[src/rtl/serial_tx_shifter.sv]
// Parallel-to-serial shifter with a one-word holding buffer, so words can stream back-to-back.
// dout is forced to IDLE_LEVEL whenever no data bit is being shifted out.
module serial_tx_shifter #(
    parameter int WIDTH      = 8,
    parameter bit MSB_FIRST  = 1'b1,
    parameter bit IDLE_LEVEL = 1'b0
) (
    input  logic             clk,
    input  logic             reset,
    input  logic [WIDTH-1:0] data_in,
    input  logic             data_valid,
    output logic             data_ready,
    output logic             dout,
    output logic             dout_valid,
    output logic             word_last,
    output logic             busy
);
    localparam int CNT_W = $clog2(WIDTH);
    localparam logic [CNT_W-1:0] CNT_LAST = CNT_W'(WIDTH - 1);

    typedef enum logic {
        IDLE  = 1'b0,
        SHIFT = 1'b1
    } state_t;

    state_t           state_q, state_d;
    logic [WIDTH-1:0] sh_q, sh_d;
    logic [WIDTH-1:0] hold_q, hold_d;
    logic [CNT_W-1:0] cnt_q, cnt_d;
    logic             hold_full_q, hold_full_d;
    logic             accept;
    logic [WIDTH-1:0] sh_shifted;

    always_ff @(posedge clk) begin
        if (reset) begin
            state_q     <= IDLE;
            sh_q        <= '0;
            hold_q      <= '0;
            cnt_q       <= '0;
            hold_full_q <= 1'b0;
        end else begin
            state_q     <= state_d;
            sh_q        <= sh_d;
            hold_q      <= hold_d;
            cnt_q       <= cnt_d;
            hold_full_q <= hold_full_d;
        end
    end

    always_comb begin
        state_d     = state_q;
        sh_d        = sh_q;
        hold_d      = hold_q;
        cnt_d       = cnt_q;
        hold_full_d = hold_full_q;
        accept      = data_valid && !hold_full_q;
        sh_shifted  = MSB_FIRST ? {sh_q[WIDTH-2:0], 1'b0} : {1'b0, sh_q[WIDTH-1:1]};
        case (state_q)
            IDLE: begin
                // The hold buffer is always empty here, so an accepted word goes straight to sh.
                if (accept) begin
                    sh_d    = data_in;
                    cnt_d   = '0;
                    state_d = SHIFT;
                end
            end
            SHIFT: begin
                if (cnt_q != CNT_LAST) begin
                    cnt_d = cnt_q + CNT_W'(1);
                    sh_d  = sh_shifted;
                    if (accept) begin
                        hold_d      = data_in;
                        hold_full_d = 1'b1;
                    end
                end else if (hold_full_q) begin
                    sh_d        = hold_q;
                    hold_full_d = 1'b0;
                    cnt_d       = '0;
                end else if (accept) begin
                    // Word offered during the last bit bypasses hold to keep the stream gap-free.
                    sh_d  = data_in;
                    cnt_d = '0;
                end else begin
                    state_d = IDLE;
                    cnt_d   = '0;
                end
            end
            default: state_d = IDLE;
        endcase
    end

    always_comb begin
        data_ready = !hold_full_q;
        dout_valid = (state_q == SHIFT);
        word_last  = (state_q == SHIFT) && (cnt_q == CNT_LAST);
        busy       = (state_q == SHIFT) || hold_full_q;
        if (state_q == SHIFT) begin
            dout = MSB_FIRST ? sh_q[WIDTH-1] : sh_q[0];
        end else begin
            dout = IDLE_LEVEL;
        end
    end
endmodule

[config.mk]
export PLATFORM = sky130hd
export DESIGN_NAME = serial_tx_shifter
export DESIGN_NICKNAME = d
export VERILOG_FILES = /design/src/rtl/serial_tx_shifter.sv
export SDC_FILE = /design/constraint.sdc
export NUM_CORES = 1
export LEC_CHECK = 0
export ABC_AREA = 1
export BUFFER_PORTS_ARGS = -buffer_cell sky130_fd_sc_hd__buf_2
export CAP_MARGIN = 20
export CORE_ASPECT_RATIO = 0.7
export CORE_MARGIN = 5
export CORE_UTILIZATION = 40
export DETAILED_ROUTE_END_ITERATION = 8
export HOLD_SLACK_MARGIN = 0.06
export SLEW_MARGIN = 30
export SYNTH_ARGS = -nofsm -noshare
export SYNTH_HDL_FRONTEND = slang
export SYNTH_SLANG_ARGS = --single-unit
[constraint.sdc]
create_clock -name clk -period 1.95 [get_ports clk]
set_input_delay 0.39 -clock clk [delete_from_list [all_inputs] [get_ports clk]]
set_output_delay 0.39 -clock clk [all_outputs]
set_load 0.03 [all_outputs]
Word-level counts from Yosys, hierarchy flattened. Index checks and enable logic that the tools add are counted.

Flip-flop bits (word level): 21. Output and inout port bits: 5. Logic and storage cells: 31.

Add/sub/neg operators: 1. Equal/unequal tests: 4. Muxes and demuxes: 14. Bitwise logic cells: 1. Reductions and logical operators: 6.

Operator list (count): $mux W8 (3); $pmux W8 S2 (1); $mux W1 (6); $mux W3 (2); $pmux W3 S2 (1); $ne A2 B2 Y1 const B (2); $add A3 B1 Y3 const B (1); $eq A3 B3 Y1 const B (1); $ne A3 B3 Y1 const B (1); $reduce_and A3 Y1 (1); $logic_and A1 B1 Y1 (2); $pmux W1 S2 (1); $reduce_and A2 Y1 (1); $logic_not A1 Y1 (1); $logic_or A1 B1 Y1 (1); $not A1 Y1 (1).

Logic depth before layout (Yosys ltp).
Depth in word-level cells: 6. Mapped depth: 9.

Least setup slack after synthesis. Ideal clock, no wire load.

Kind: register -> output. From: register state_q (netlist: dout_valid). To: output port word_last. Arrival: 1.017 ns. Required time: 1.560 ns. Path slack: 0.543 ns. Cell stages (with the launch flop): 4. Buffers on the path: 1. Path through: dfxtp_1 buf_4 nand2_1 inv_1.

Word-level cells in the longest chain between the ends: 1.

RTL lines: start, declared (line 26) `state_t state_q, state_d;`; start signal, assigned (line 42) `state_q <= state_d;`; $logic_and A1 B1 Y1 (line 95) `word_last = (state_q == SHIFT) && (cnt_q == CNT_LAST);`; end, declared (line 15) `output logic word_last,`.

No other way between the ends.

Worst setup path in the final report.
From: register cnt_q[0]. To: output port word_last.

Word-level cells in the longest chain between the ends: 2.

RTL lines: start, declared (line 29) `logic [CNT_W-1:0] cnt_q, cnt_d;`; start signal, assigned (line 45) `cnt_q <= cnt_d;`; $eq A3 B3 Y1 (line 95); $logic_and A1 B1 Y1 (line 95).

No other way between the ends.

==> impl_metrics.json <==
{
  "outcome": "complete, no violations",
  "hold_viol_final": 0,
  "path_class": "reg2out",
  "yosysSeqAreaShare_pct": 40.5,
  "fin_crit_sh_pct": 93.1,
  "yosysTopAreaCell": "dfxtp_1",
  "grt_pass1_vias": 928,
  "path_common_cell": "ha_1",
  "io_pins": 16,
  "worstPathArrival_ns": 1.43,
  "cts.clk_slew.worst_paths_ns": 0.08,
  "slowest_stage": "dfxtp_1",
  "drv_cap": 0,
  "synth_area_leaders": "dfxtp_1 40%, nor2_1 15%, inv_1 11%, nand2_1 8.7%, a21oi_1 5.8%",
  "use_met2_pct": 22.9,
  "ys_seq_elements": 21,
  "cts-resized-gates": 0,
  "die_x_um": 70.9,
  "syn_area_um2": 1040,
  "layoutNonFillerInstCount": 213,
  "grt_pass1_wl_mm": 3.88,
  "rsz0062_at_grt": "false",
  "slowest_delay_ns": 0.37,
  "slew_violations": 0,
  "critPathLaunchType": "flop",
  "initial_core_util_pct": 41.9,
  "regToRegEndpoint": "hold_q[2]",
  "clock_skew_ns": 0.00464,
  "layout_commonest_cell": "nor2_1",
  "vias": 1001,
  "p_per_area_nw_per_um2": 775,
  "cts_setup_buffers": 0,
  "dp_hpwl_mm": 1.75,
  "dieArea_um2": 3730,
  "path_max_fanout": 4,
  "setup_violations": 0,
  "h-tree-depth": 1,
  "synth_nets": 175,
  "syn_avg_cell_area_um2": 6.41,
  "cts_tree": "built",
  "endpoint_kind": "output pin",
  "n_fill_cell": 279,
  "drive_above_1_share_pct": 15.6,
  "antenna_found_initial": 0,
  "yosys_warnings": 0,
  "grt_use_met1_pct": 15.2,
  "busiest_layer": "met2",
  "fmax_ghz": 0.551,
  "relSlewSlack_pct": 65.3,
  "synthDistinctLibCells": 17,
  "antennaDiodeCount": 0,
  "dpl.cell_count": 209,
  "firstDrtPassIters": 4,
  "clock_latency_ns": 0.27,
  "cts_root_buffer": "clkbuf_8",
  "reg2reg_setup_slack_ns": 0.43,
  "grt_max_degree": 13,
  "wl_per_cell_um": 10.9,
  "fin_crit_ns": 1.82,
  "leakage_nw": 0.567,
  "wirelength_mm": 2.32,
  "reg2reg_depth": 9,
  "cts_buffers": 3,
  "cts_max_path_buffers": 2,
  "drt_iter0_drc": 38,
  "cp_data_required_time_ns": 1.56,
  "drc": 0,
  "clock-sinks": 21,
  "crit_start": "cnt_q[0]",
  "synthCells": 162,
  "rows": 15,
  "fp.dieH_um": 52.6,
  "postRouteAntennaNets": 0,
  "fin_setup_tns_ns": 0,
  "syn2layout_area_growth_pct": 14.7,
  "endpoint": "word_last",
  "layout.nets": 193,
  "synth_top_area_share_pct": 40.5,
  "core_area_um2": 2480,
  "reg2reg_from": "cnt_q[0]",
  "hold_class": "in2reg",
  "crit_chain": "ha_1, ha_1, nand2_1, inv_1, buf_2",
  "utilization_pct": 48.1,
  "gp_congestion": 0.815,
  "worst_slew_pin_slew_ns": 0.520,
  "use_met3_pct": 5.17,
  "layout_common_cells": "42 x nor2_1, 30 x inv_1, 24 x nand2_1, 21 x dfxtp_1, 15 x buf_2",
  "ctsHoldBuffers": 0,
  "worst_ir_drop_vdd_mv": 0.507,
  "grt-ovfl-total": 0,
  "track_usage_pct": 13.9,
  "avgViaCountPerCell": 4.70,
  "port_buffers": 15
}
## worst min-delay path by stage
stage	start	endpoint	slack, ns	cells after the start
3_3_place_gp	cnt_q[0]	cnt_q[0]	0.44	1
5_1_grt	data_in[7]	hold_q[7]	0.40	3
4_1_cts	data_in[7]	hold_q[7]	0.39	3
6_report	data_in[7]	hold_q[7]	0.39	3
2_1_floorplan	cnt_q[0]	cnt_q[0]	0.43	1
3_5_place_dp	cnt_q[0]	cnt_q[0]	0.46	1
## through the flow
stage               setup slack, ns  total power [mW]  hold WS [ns]  area, µm²
floorplan                     0.543             0.595         0.429       1040
global placement              0.512             0.636         0.444       1140
detailed placement            0.448             0.638         0.457       1140
CTS                           0.137             0.934         0.390       1190
global route                 0.0457             0.977         0.403       1190
finish                        0.134             0.923         0.390       1190
## registers in the layout, indices dropped and copies added, names as in the netlist
name	count
hold_q	8
sh_q	8
cnt_q	3
dout_valid	1
hold_full_q	1
## logic make-up after synthesis
group	Yosys count	synth area share, %
flops	21	40.5
fa+ha+maj	2	2.41
compound gates	24	11.6
simple gates	78	31.4
buf+inv	37	14.1
## cells in the mapped netlist
cell type  number
nor3_1          1
inv_1          30
buf_4           2
nand2_4         1
a21oi_1        12
o21ai_0        11
o21ai_1         1
nor2_1         42
nand2_1        24
ha_1            2
nor2_4          1
nand3_2         1
nand3_1         7
clkbuf_1        1
inv_2           4
nand2_2         1
dfxtp_1        21
## layer usage
metal / wire length, µm / up-vias
met5: 0 / -
met4: 48 / 0
met3: 87 / 5
met2: 1050 / 19
met1: 1130 / 457
li1: - / 520
## worst max-delay path, delay by kind of cell, from the launching register on
kind	cells	cell delay, ns
adders and majority gates	2	0.40
buffers and inverters	2	0.27
DFF	1	0.37
and+or+nand+nor	1	0.12
## where the power goes
| group | internal, mW | leakage [nW] | switching, mW |
|---|---|---|---|
| combinational | 0.0533 | 0.369 | 0.0957 |
| clock | 0.143 | 0.0255 | 0.152 |
| sequential | 0.459 | 0.173 | 0.0201 |
## final cells by class
cell class                 count  area (µm²)  share of cell area, %
inverter                      34         128                   10.7
tap                           34        42.5                   3.57
clock inverter                 1        5.00                  0.420
multi-input combinational    104         472                   39.6
timing repair buffer          16        82.6                   6.93
sequential                    21         420                   35.3
clock buffer                   3        41.3                   3.47
(Power assumes the default switching activity.)
